<file path="config.mk">
export PLATFORM = sky130hd
export DESIGN_NAME = button_debouncer
export DESIGN_NICKNAME = d
export VERILOG_FILES = /design/src/rtl/button_debouncer.sv
export SDC_FILE = /design/constraint.sdc
export NUM_CORES = 1
export LEC_CHECK = 0
export CORE_ASPECT_RATIO = 1.2
export CORE_MARGIN = 8
export CORE_UTILIZATION = 25
export DETAILED_ROUTE_END_ITERATION = 6
export GPL_ROUTABILITY_DRIVEN = 0
export GPL_TIMING_DRIVEN = 0
export SYNTH_ARGS = -nofsm -noshare
export SYNTH_HDL_FRONTEND = slang
export SYNTH_SLANG_ARGS = --single-unit
</file>
<file path="constraint.sdc">
create_clock -name clk -period 1.95 [get_ports clk]
set_input_delay 0.39 -clock clk [delete_from_list [all_inputs] [get_ports clk]]
set_output_delay 0.39 -clock clk [all_outputs]
set_load 0.01 [all_outputs]
</file>
<file path="src/rtl/button_debouncer.sv">
// Debounces an active-low push-button into a clean level plus press/release pulses.
// Define BUTTON_DEBOUNCE_LONG_PRESS_EN to build the long-press hold counter and long_pulse.
//
// state           | meaning
// ----------------+-------------------------------------------------
// ST_RELEASED     | button up, waiting for a synchronized press
// ST_PRESS_WAIT   | press seen, counting DB_CYCLES stable samples
// ST_PRESSED      | debounced press, waiting for a release sample
// ST_RELEASE_WAIT | release seen, counting DB_CYCLES stable samples
module button_debouncer #(
  parameter int CLK_F       = 24_000_000,
  parameter int DEBOUNCE_MS = 10,
  parameter int LONG_MS     = 1000
) (
  input  logic clk,
  input  logic rst,
  input  logic button,
  output logic pressed,
  output logic button_db_n,
  output logic press_pulse,
  output logic release_pulse,
  output logic long_pulse
);

  localparam int DB_CYCLES = CLK_F / 1000 * DEBOUNCE_MS;
  localparam int CW        = $clog2(DB_CYCLES);
  localparam logic [CW-1:0] DB_LAST = CW'(DB_CYCLES - 1);

  localparam logic [1:0] ST_RELEASED     = 2'd0;
  localparam logic [1:0] ST_PRESS_WAIT   = 2'd1;
  localparam logic [1:0] ST_PRESSED      = 2'd2;
  localparam logic [1:0] ST_RELEASE_WAIT = 2'd3;

  if (DB_CYCLES < 2 || LONG_MS < 0) begin : g_bad_params
    $error("button_debouncer: DB_CYCLES must be at least 2 and LONG_MS non-negative");
  end

  logic          s1, s2, raw_p;
  logic [1:0]    state, state_nxt;
  logic [CW-1:0] ctr, ctr_nxt;
  logic          press_ev, release_ev, pressed_nxt;

  // Synchronizer resets to the released level so reset never fakes a press.
  always_ff @(posedge clk) begin
    if (rst) begin
      s1 <= 1'b1;
      s2 <= 1'b1;
    end else begin
      s1 <= button;
      s2 <= s1;
    end
  end

  assign raw_p = ~s2;

  always_comb begin
    state_nxt  = state;
    ctr_nxt    = ctr;
    press_ev   = 1'b0;
    release_ev = 1'b0;
    case (state)
      ST_RELEASED: begin
        if (raw_p) begin
          state_nxt = ST_PRESS_WAIT;
          ctr_nxt   = '0;
        end
      end
      ST_PRESS_WAIT: begin
        if (!raw_p) begin
          state_nxt = ST_RELEASED;
          ctr_nxt   = '0;
        end else if (ctr == DB_LAST) begin
          state_nxt = ST_PRESSED;
          ctr_nxt   = '0;
          press_ev  = 1'b1;
        end else begin
          ctr_nxt = ctr + CW'(1);
        end
      end
      ST_PRESSED: begin
        if (!raw_p) begin
          state_nxt = ST_RELEASE_WAIT;
          ctr_nxt   = '0;
        end
      end
      default: begin
        if (raw_p) begin
          state_nxt = ST_PRESSED;
          ctr_nxt   = '0;
        end else if (ctr == DB_LAST) begin
          state_nxt  = ST_RELEASED;
          ctr_nxt    = '0;
          release_ev = 1'b1;
        end else begin
          ctr_nxt = ctr + CW'(1);
        end
      end
    endcase
  end

  assign pressed_nxt = (state_nxt == ST_PRESSED) || (state_nxt == ST_RELEASE_WAIT);

  always_ff @(posedge clk) begin
    if (rst) begin
      state         <= ST_RELEASED;
      ctr           <= '0;
      pressed       <= 1'b0;
      button_db_n   <= 1'b1;
      press_pulse   <= 1'b0;
      release_pulse <= 1'b0;
    end else begin
      state         <= state_nxt;
      ctr           <= ctr_nxt;
      pressed       <= pressed_nxt;
      button_db_n   <= ~pressed_nxt;
      press_pulse   <= press_ev;
      release_pulse <= release_ev;
    end
  end

`ifdef BUTTON_DEBOUNCE_LONG_PRESS_EN
  localparam int LONG_CYCLES = CLK_F / 1000 * LONG_MS;
  localparam int HW          = $clog2(LONG_CYCLES);
  localparam logic [HW-1:0] HOLD_LAST = HW'(LONG_CYCLES - 1);
  localparam logic [HW-1:0] HOLD_PRE  = HW'(LONG_CYCLES - 2);

  if (LONG_CYCLES <= DB_CYCLES) begin : g_bad_long
    $error("button_debouncer: LONG_CYCLES must exceed DB_CYCLES");
  end

  logic [HW-1:0] hold;

  // Saturation makes long_pulse fire once; it is suppressed on the release edge.
  always_ff @(posedge clk) begin
    if (rst) begin
      hold       <= '0;
      long_pulse <= 1'b0;
    end else begin
      long_pulse <= 1'b0;
      if (press_ev) begin
        hold <= '0;
      end else if (state == ST_PRESSED || state == ST_RELEASE_WAIT) begin
        if (hold != HOLD_LAST) hold <= hold + HW'(1);
        long_pulse <= (hold == HOLD_PRE) && pressed_nxt;
      end
    end
  end
`else
  assign long_pulse = 1'b0;
`endif

endmodule

</file>
---- Word-level counts from Yosys, hierarchy flattened ----
Cells that the tools add are included.
cells by class
  div/mod/pow operators ................... 0
  multiplexer cells ....................... 14
  add/subtract/negate cells ............... 1
  multipliers ............................. 0
  equal/unequal tests ..................... 7
  reductions and logical operators ........ 5
  bitwise operators ....................... 3
  $lt $le $gt $ge ......................... 0
  shift-type cells ........................ 0
operators with widths
  operator                                                         count
  18-bit two-way mux                                               5
  18-bit one-hot mux with 3 select lines                           1
  18-bit by 1-bit adder with 18-bit output, second input constant  1
  18-bit == test, second input constant                            1
  2-bit two-way mux                                                6
  2-bit == test, second input constant                             3
  2-bit one-hot mux with 3 select lines                            1
  5-bit OR reduction                                               1
  2-bit != test, second input constant                             2
  1-bit NOT                                                        3
  3-bit OR reduction                                               1
  2-bit by 1-bit == test with 1-bit output, second input constant  1
  2-bit logical NOT                                                1
  2-bit AND reduction                                              1
  1-bit logical OR                                                 1
  1-bit two-way mux                                                1
storage, ports and cells
  output and inout bits ................... 5
  bits in latches ......................... 0
  logic and storage cells ................. 38
  RAM bits ................................ 0
  bits in read-only memories .............. 0
  input port bits ......................... 3
  bits in registers ....................... 26
  memories kept ........................... 0

---- Depth between registers and ports, before layout ----
Gate-level depths: netlist of run 1.
  depth after elaboration ................. 7
  depth in mapped cells ................... 7
  gate-level depth less buffers ........... 6

---- Least setup slack after synthesis of run 1 ----
OpenSTA, ideal clock, no wires.
  path kind ............................... register -> register
  start point ............................. register state[0]
  end point ............................... register ctr[16]
  arrival ................................. 2,022 ps
  period minus slack after synthesis ...... 2,091 ps
  data required time ...................... 1,880 ps
  stages on the path, launching flop included .. 8
  path slack .............................. -141 ps
  path buffers ............................ 1
  setup time .............................. 70 ps
  cells stage by stage .................... dfxtp_1 > inv_1 > ha_1 > mux2_2 > or3_1 > clkbuf_1 > or4_1 > a21oi_1
on the way
  cells in the longest elaborated chain, start to end .. 3
  elaborated cells between the ends (all ways) .. 7
  those cells by class .................... eq/ne: 4; mux: 1; reduce/logical: 2
RTL lines
  item                                                line  text
  from (decl)                                         39    logic [1:0] state, state_nxt;
  from (signal assigned)                              112   state <= state_nxt;
  2-bit == test or 2-bit logical NOT (tied branches)  61    case (state)
  2-bit != test (no line)                             -
  2-bit AND reduction (no line)                       -
  to (signal assigned)                                113   ctr <= ctr_nxt;
  to (decl)                                           40    logic [CW-1:0] ctr, ctr_nxt;
Several ways; a longest one is shown, not always the timed one.
A chain may end at the register's enable or synchronous reset.

---- Worst setup path after layout of run 1 ----
  start point ............................. register ctr[7]
  end point ............................... register button_db_n
on the way
  cells in the longest elaborated chain, start to end .. 7
  elaborated cells between the ends (all ways) .. 10
  those cells by class .................... eq/ne: 3; mux: 5; bitwise: 1; reduce/logical: 1
RTL lines
  item                                         line    text
  18-bit == test *                             72, 90
  2-bit two-way mux, on equally long branches  90, 72
  2-bit two-way mux, on equally long branches  87, 69
  2-bit one-hot mux with 3 select lines *      61
  2-bit == test                                101     assign pressed_nxt = (state_nxt == ST_PRESSED) || (state_nxt == ST_RELEASE_WAIT);
  1-bit logical OR *                           101
  1-bit NOT *                                  115     button_db_n <= ~pressed_nxt;
  to (signal assigned)                         115
  to (decl)                                    19      output logic button_db_n,
Every way passes the cells marked *; elsewhere a longest branch is shown, timed or not.

==> flow_metrics.env, run 1 <==
export IMPL_static_leakage_power_nw=0.524
export IMPL_report_final_setup_viol=0
export IMPL_port_buffers=5
export IMPL_synthToLayoutAreaGrowth_pct=25.3
export IMPL_number_of_global_route_vias_before_repair=1073
export IMPL_n_fill_cell=554
export IMPL_synth_cell_area_mm2=0.00131
export IMPL_yosysUniqueCellTypes=42
export IMPL_grt_pass1_wl_mm=4.81
export IMPL_synth_edf_count=0
export IMPL_p_sw_share_pct=32.5
export IMPL_num_vias=1109
export IMPL_tritoncts="yes"
export IMPL_min_path_type="reg2reg"
export IMPL_die_width_um=82.2
export IMPL_regArea_um2=534
export IMPL_post_route_drc_count=0
export IMPL_post_synth_inst_count=152
export IMPL_share_seq_of_total_power_pct=35.1
export IMPL_total_switching_power_w=0.000589
export IMPL_clock_root_buffer="sky130_fd_sc_hd__clkbuf_8"
export IMPL_timing_critical_path_required_ps=2130
export IMPL_fp_coreArea_mm2=0.00519
export IMPL_clockPowerShare_pct=25.1
export IMPL_status="complete, no violations"
export IMPL_dp_hpwl_mm=1.87
export IMPL_rows=29
export IMPL_share_of_cells_above_drive_strength_1_pct=23.2
export IMPL_ant_nets=0
export IMPL_count_of_hold_buffers_inserted_by_post_cts_repair=0
export IMPL_wl_per_cell_um=12.1
export IMPL_cp_max_fo=7
export IMPL_finish_instance_area_mm2=0.00165
export IMPL_crit_path_start_kind="flip-flop"
export IMPL_critPathArrivalTime_ps=2100
export IMPL_grt_start_max_net_pins=16
export IMPL_final_setup_tns_ps=0
export IMPL_ant_diodes=0
export IMPL_drt_vias_per_instance=4.82
export IMPL_postSynthAreaPerCell_um2=8.64
export IMPL_max_freq_ghz=0.519
export IMPL_synth_nets=161
export IMPL_maxCapViolCount=0
export IMPL_hold_ws_ps=415
export IMPL_grt_util_all_layers_pct=7.62
export IMPL_die_h_um=95.4
export IMPL_dieArea_mm2=0.00784
export IMPL_critPathCaptureType="flip-flop"
export IMPL_power_frac_comb_pct=39.9
export IMPL_finalCriticalPeriod_ps=1930
export IMPL_io_pins=8
export IMPL_clk_transition_reported_paths_ps=100
export IMPL_rsz_0062_raised_after_global_routing="true"
export IMPL_number_of_antenna_violations_at_the_first_check_in_global_routing=0
export IMPL_yosys_register_bits=26
export IMPL_effective_utilization_at_floorplan_pct=25.3
export IMPL_grt_remaining_overflow=0
export IMPL_cts_inserted_buffers=3
export IMPL_fin_nets=178
export IMPL_final_core_util_pct=31.7
export IMPL_synth_async_reset_ratio_pct=0
export IMPL_drt_pass1_iterations=4
export IMPL_multiInputGateArea_um2=805
export IMPL_drt_iter0_drc=40
export IMPL_dpl_cell_area_mm2=0.00147
export IMPL_vdd_ir_drop_max_uv=752
export IMPL_worstSkewPairLatency_ps=280
export IMPL_synth_flop_cell="sky130_fd_sc_hd__dfxtp_1"
export IMPL_p_per_area_mw_per_mm2=1100
export IMPL_share_of_the_yosys_chip_area_belonging_to_registers_pct=39.6
export IMPL_timing_final_crit_share_pct=98.8
export IMPL_synth_yosys_warnings=0
export IMPL_maxSlewViolCount=0
export IMPL_ctsHtreeMaxLevel=1
export IMPL_final_setup_skew_ps=8.19
export IMPL_crit_type="reg2reg"
export IMPL_wl_mm=2.79
export IMPL_p_int_w=0.00122
export IMPL_clock_sinks=26
export IMPL_hold_viol=0
export IMPL_clock_tree_buffer_depth=2
-- synth_stat cells, types with 2 or more instances --
master,n,area share [%]
sky130_fd_sc_hd__dfxtp_1,26,40
sky130_fd_sc_hd__a21oi_1,15,5.7
sky130_fd_sc_hd__nor2_1,13,3.7
sky130_fd_sc_hd__nand2_1,10,2.9
sky130_fd_sc_hd__o21ai_0,9,3.4
sky130_fd_sc_hd__ha_1,6,5.7
sky130_fd_sc_hd__nand3_1,6,2.3
sky130_fd_sc_hd__or3_1,6,2.9
sky130_fd_sc_hd__xor2_1,6,4.0
sky130_fd_sc_hd__nand4_1,5,2.4
sky130_fd_sc_hd__inv_1,4,1.1
sky130_fd_sc_hd__or4_1,4,2.3
sky130_fd_sc_hd__clkbuf_1,3,0.86
sky130_fd_sc_hd__nor3_1,3,1.1
sky130_fd_sc_hd__o31ai_1,3,1.7
sky130_fd_sc_hd__and4_1,2,1.3
sky130_fd_sc_hd__buf_4,2,1.1
sky130_fd_sc_hd__nand2b_1,2,0.95
sky130_fd_sc_hd__o211ai_1,2,1.1
sky130_fd_sc_hd__or2_2,2,0.95
sky130_fd_sc_hd__xnor2_1,2,1.3
-- worst paths after layout --
check | slack (ps) | endpoint | from | depth (start not counted)
max | 20 | button_db_n$_SDFF_PP1_ | ctr[7]$_SDFFE_PP0P_ | 4
min | 420 | s2$_SDFF_PP1_ | s1$_SDFF_PP1_ | 1
max reg2reg | 20 | button_db_n$_SDFF_PP1_ | ctr[7]$_SDFFE_PP0P_ | 4
min reg2reg | 420 | s2$_SDFF_PP1_ | s1$_SDFF_PP1_ | 1
-- per-stage QoR --
| stage | std cells | total power, W | setup WS [ps] |
|---|---|---|---|
| after floorplan | 152 | 0.00108 | 23.5 |
| after global placement | 219 | 0.00123 | -207 |
| after detailed placement | 219 | 0.00124 | -227 |
| after CTS | 226 | 0.00179 | 0.630 |
| after global routing | 230 | 0.00194 | -35.8 |
| final | 230 | 0.00181 | 22.6 |
-- critical path: stages (launching register included) --
cell and delay, ps:
sky130_fd_sc_hd__dfxtp_2 330, sky130_fd_sc_hd__or4b_1 520, sky130_fd_sc_hd__or4_4 500, sky130_fd_sc_hd__o31a_1 290, sky130_fd_sc_hd__a21o_1 180
-- cells by family after synthesis --
kind of cell             after synthesis  share of synthesized area [%]
AO/OA/AOI/OAI                         37                           17.7
XOR/XNOR                               8                           5.33
adder cells (fa/ha/maj)                6                           5.71
buffers and inverters                 10                           3.52
flip-flops                            26                           39.6
multiplexers                           2                           1.62
other                                  1                          0.285
AND/OR/NAND/NOR                       62                           26.2
-- power groups by stage --
stage / sequential (W) / clock, W / combinational [W]
2_1_floorplan: 0.000652 / 0 / 0.000429
3_3_place_gp: 0.000653 / 0 / 0.000577
3_5_place_dp: 0.000652 / 0 / 0.000583
4_1_cts: 0.000633 / 0.000469 / 0.000684
5_1_grt: 0.000643 / 0.000483 / 0.000814
6_report: 0.000636 / 0.000455 / 0.000724
-- cells in the final DEF (no fill, tap or decap), types with 2 or more instances in the layout --
| master | synthesis | final |
|---|---|---|
| sky130_fd_sc_hd__nand2b_1 | 2 | 2 |
| sky130_fd_sc_hd__or3_1 | 6 | 5 |
| sky130_fd_sc_hd__clkbuf_8 | 0 | 3 |
| sky130_fd_sc_hd__dfxtp_4 | 0 | 2 |
| sky130_fd_sc_hd__buf_4 | 2 | 10 |
| sky130_fd_sc_hd__a21oi_1 | 15 | 14 |
| sky130_fd_sc_hd__dfxtp_2 | 0 | 5 |
| sky130_fd_sc_hd__o31ai_1 | 3 | 3 |
| sky130_fd_sc_hd__or4_4 | 0 | 2 |
| sky130_fd_sc_hd__nand3_1 | 6 | 5 |
| sky130_fd_sc_hd__inv_1 | 4 | 3 |
| sky130_fd_sc_hd__ha_1 | 6 | 2 |
| sky130_fd_sc_hd__xnor2_1 | 2 | 2 |
| sky130_fd_sc_hd__nor2_1 | 13 | 13 |
| sky130_fd_sc_hd__clkdlybuf4s50_1 | 0 | 5 |
| sky130_fd_sc_hd__clkbuf_1 | 3 | 2 |
| sky130_fd_sc_hd__or2_2 | 2 | 2 |
| sky130_fd_sc_hd__ha_2 | 0 | 3 |
| sky130_fd_sc_hd__o211ai_1 | 2 | 2 |
| sky130_fd_sc_hd__and4_1 | 2 | 2 |
| sky130_fd_sc_hd__o21ai_0 | 9 | 8 |
| sky130_fd_sc_hd__xor2_1 | 6 | 6 |
| sky130_fd_sc_hd__nor3_1 | 3 | 3 |
| sky130_fd_sc_hd__dfxtp_1 | 26 | 19 |
| sky130_fd_sc_hd__nand2_1 | 10 | 10 |
| sky130_fd_sc_hd__or4_1 | 4 | 2 |
| sky130_fd_sc_hd__nand4_1 | 5 | 5 |
-- registers in the layout, summed over array words and instances (netlist names) --
register,cells
s2,1
release_pulse,1
state,2
s1,1
ctr,18
press_pulse,1
button_db_n,1
pressed,1
-- per-layer routing --
layer	track usage (%)	vias up	share of wire (%)
li1	-	583	-
met1	8.93	516	46
met2	13.1	6	50
met3	2.26	4	2.9
met4	2.05	0	1.0
met5	0	-	0
-- repair_timing --
action,in CTS,in global routing
endpoints found under the hold margin,0,0
setup buffers,5,4
cloned,0,0
pin swaps,4,2
gates resized for setup,8,10
endpoints found under the setup margin,17,17
-- cell type report --
cell class	count	area share, %
buffer	4	1.60
sequential	26	32.4
tap	62	4.71
timing repair buffer	14	7.14
inverter	4	0.912
clock inverter	1	1.82
clock buffer	3	2.51
multi-input combinational	116	48.9
Note: power is estimated with default switching activity, not from simulation.
==> run 2, diff against run 1 <==
Settings changed: CORE_UTILIZATION 25 to 52, PLACE_DENSITY set to 0.74.
==> flow_metrics.env, run 2 (synthesis gave the netlist of run 1 again) <==
export IMPL_hp_start="s1$_SDFF_PP1_"
export IMPL_critical_path_max_stage_delay_ps=520
export IMPL_clk_transition_reported_paths_ps=140
export IMPL_drt_iter0_drc=46
export IMPL_cp_buffers_inverters=0
export IMPL_whs_endpoint="s2$_SDFF_PP1_"
export IMPL_rsz_0062_raised_after_global_routing="true"
export IMPL_fp_coreArea_mm2=0.00248
export IMPL_critPathArrivalTime_ps=2140
export IMPL_tritoncts="yes"
export IMPL_wl_per_cell_um=14.2
export IMPL_cts_inserted_buffers=3
export IMPL_maxCapViolCount=0
export IMPL_ctsHtreeMaxLevel=1
export IMPL_place_ws_ps=-177
export IMPL_layout_top_registers="ctr x18, state x2"
export IMPL_p_per_area_mw_per_mm2=1040
export IMPL_maxSlewViolCount=0
export IMPL_share_of_cells_above_drive_strength_1_pct=26.6
export IMPL_share_seq_of_total_power_pct=38.4
export IMPL_regToRegSetupSlack_ps=30
export IMPL_regToRegEndpoint="button_db_n$_SDFF_PP1_"
export IMPL_effective_utilization_at_floorplan_pct=53.0
export IMPL_finalCriticalPeriod_ps=1920
export IMPL_grt_util_all_layers_pct=13.2
export IMPL_rows=20
export IMPL_clock_tree_buffer_depth=2
export IMPL_hold_viol=0
export IMPL_number_of_global_route_vias_before_repair=1105
export IMPL_critical_path_reg2reg_startpoint="ctr[7]$_SDFFE_PP0P_"
export IMPL_clock_root_buffer="sky130_fd_sc_hd__clkbuf_4"
export IMPL_wl_mm=2.87
export IMPL_vdd_ir_drop_max_uv=945
export IMPL_grt_start_max_net_pins=15
export IMPL_num_vias=1160
export IMPL_critical_path_slowest_cell="sky130_fd_sc_hd__or4b_4"
export IMPL_drt_vias_per_instance=5.74
export IMPL_grt_pass1_wl_mm=4.70
export IMPL_final_setup_skew_ps=4.88
export IMPL_crit_path_start_kind="flip-flop"
export IMPL_dp_hpwl_mm=1.87
export IMPL_timing_critical_path_required_ps=2170
export IMPL_hold_ws_ps=437
export IMPL_synthToLayoutAreaGrowth_pct=22.9
export IMPL_layout_commonest_cell="sky130_fd_sc_hd__dfxtp_1"
export IMPL_final_setup_worst_slack_ps=34.5
export IMPL_report_final_setup_viol=0
export IMPL_timing_critical_path_cells="or4b_4 -> or4_4 -> o31a_1 -> a21o_1"
export IMPL_final_setup_tns_ps=0
export IMPL_n_fill_cell=207
export IMPL_ant_diodes=0
export IMPL_die_h_um=71.1
export IMPL_die_width_um=61.9
export IMPL_crit_type="reg2reg"
export IMPL_p_int_w=0.00109
export IMPL_critPathCaptureType="flip-flop"
export IMPL_reg2reg_depth=4
export IMPL_holdPathStages=1
export IMPL_p_sw_share_pct=35.3
export IMPL_clock_sinks=26
export IMPL_count_of_hold_buffers_inserted_by_post_cts_repair=0
export IMPL_max_freq_ghz=0.522
export IMPL_cp_max_fo=6
export IMPL_fin_nets=179
export IMPL_clockPowerShare_pct=15.9
export IMPL_min_path_type="reg2reg"
export IMPL_status="complete, no violations"
export IMPL_static_leakage_power_nw=0.526
export IMPL_number_of_antenna_violations_at_the_first_check_in_global_routing=0
export IMPL_port_buffers=5
export IMPL_grt_remaining_overflow=0
export IMPL_largest_reg_flops=18
export IMPL_worstSkewPairLatency_ps=310
export IMPL_timing_critical_path_max_delay_family="simple AND/OR/NAND/NOR gates"
export IMPL_power_frac_comb_pct=45.7
export IMPL_timing_final_crit_share_pct=98.2
export IMPL_final_cell_mix="sky130_fd_sc_hd__dfxtp_1, sky130_fd_sc_hd__a21oi_1, sky130_fd_sc_hd__nor2_1"
export IMPL_io_pins=8
export IMPL_post_route_drc_count=0
export IMPL_register_with_the_most_flip_flops="ctr"
export IMPL_total_switching_power_w=0.000595
export IMPL_ant_nets=0
export IMPL_drt_pass1_iterations=4
export IMPL_dieArea_mm2=0.00440
export IMPL_final_core_util_pct=65.2
run 2: changes by cell type in the layout (fill, tap and decap cells not counted), sizes merged:
cell,delta
clkbuf,+1
bufinv,-1
buf,+1
run 2: final cells by class:
type | instances | area (µm²) | area share [%]
Tap cell | 33 | 41.3 | 2.56
Buffer | 4 | 26.3 | 1.63
Inverter | 4 | 17.5 | 1.09
Timing Repair Buffer | 15 | 125 | 7.75
Multi-Input combinational cell | 116 | 833 | 51.6
Clock buffer | 4 | 36.3 | 2.25
Sequential cell | 26 | 534 | 33.1
run 2: power groups by stage:
stage	registers [W]	clock network, W	logic, W
floorplan	0.000652	0	0.000429
global placement	0.000647	0	0.000554
detailed placement	0.000651	0	0.000578
CTS	0.000635	0.000274	0.000671
global route	0.000651	0.000300	0.000836
finish	0.000647	0.000267	0.000770
run 2: repair_timing:
item                                    in CTS  in global routing
pin swaps                                    3                  5
buffers inserted                             7                  3
endpoints found under the setup margin      18                 19
resized for setup                            8                 17
run 2: layer usage:
metal  global-route usage (%)  up-vias  routed length, µm
met3                     2.90        2                 51
met4                     3.05        0                 12
li1                         -      587                  -
met1                     14.8      559               1200
met5                        0        -                  0
met2                     23.5       12               1610
run 2: worst max-delay path by stage:
stage | startpoint | end | slack, ps | cells past startpoint
floorplan | state[1]$_SDFF_PP0_ | ctr[16]$_SDFFE_PP0P_ | 20 | 7
global placement | state[1]$_SDFF_PP0_ | ctr[11]$_SDFFE_PP0P_ | -120 | 6
detailed placement | state[1]$_SDFF_PP0_ | ctr[11]$_SDFFE_PP0P_ | -180 | 6
CTS | state[0]$_SDFF_PP0_ | ctr[14]$_SDFFE_PP0P_ | 5 | 6
global route | ctr[7]$_SDFFE_PP0P_ | button_db_n$_SDFF_PP1_ | -20 | 4
finish | ctr[7]$_SDFFE_PP0P_ | button_db_n$_SDFF_PP1_ | 30 | 4
run 2: stage by stage:
step | total power [W] | cells | area [µm²]
final | 0.00168 | 202 | 1610
after global routing | 0.00179 | 202 | 1610
after global placement | 0.00120 | 190 | 1430
after CTS | 0.00158 | 199 | 1530
after floorplan | 0.00108 | 152 | 1340
after detailed placement | 0.00123 | 190 | 1430
run 2: worst register-to-register path, delay by kind of cell (launching register included):
kind               cells  cell delay, ps
and+or+nand+nor        2            1020
AOI/OAI and AO/OA      2             460
DFF                    1             350
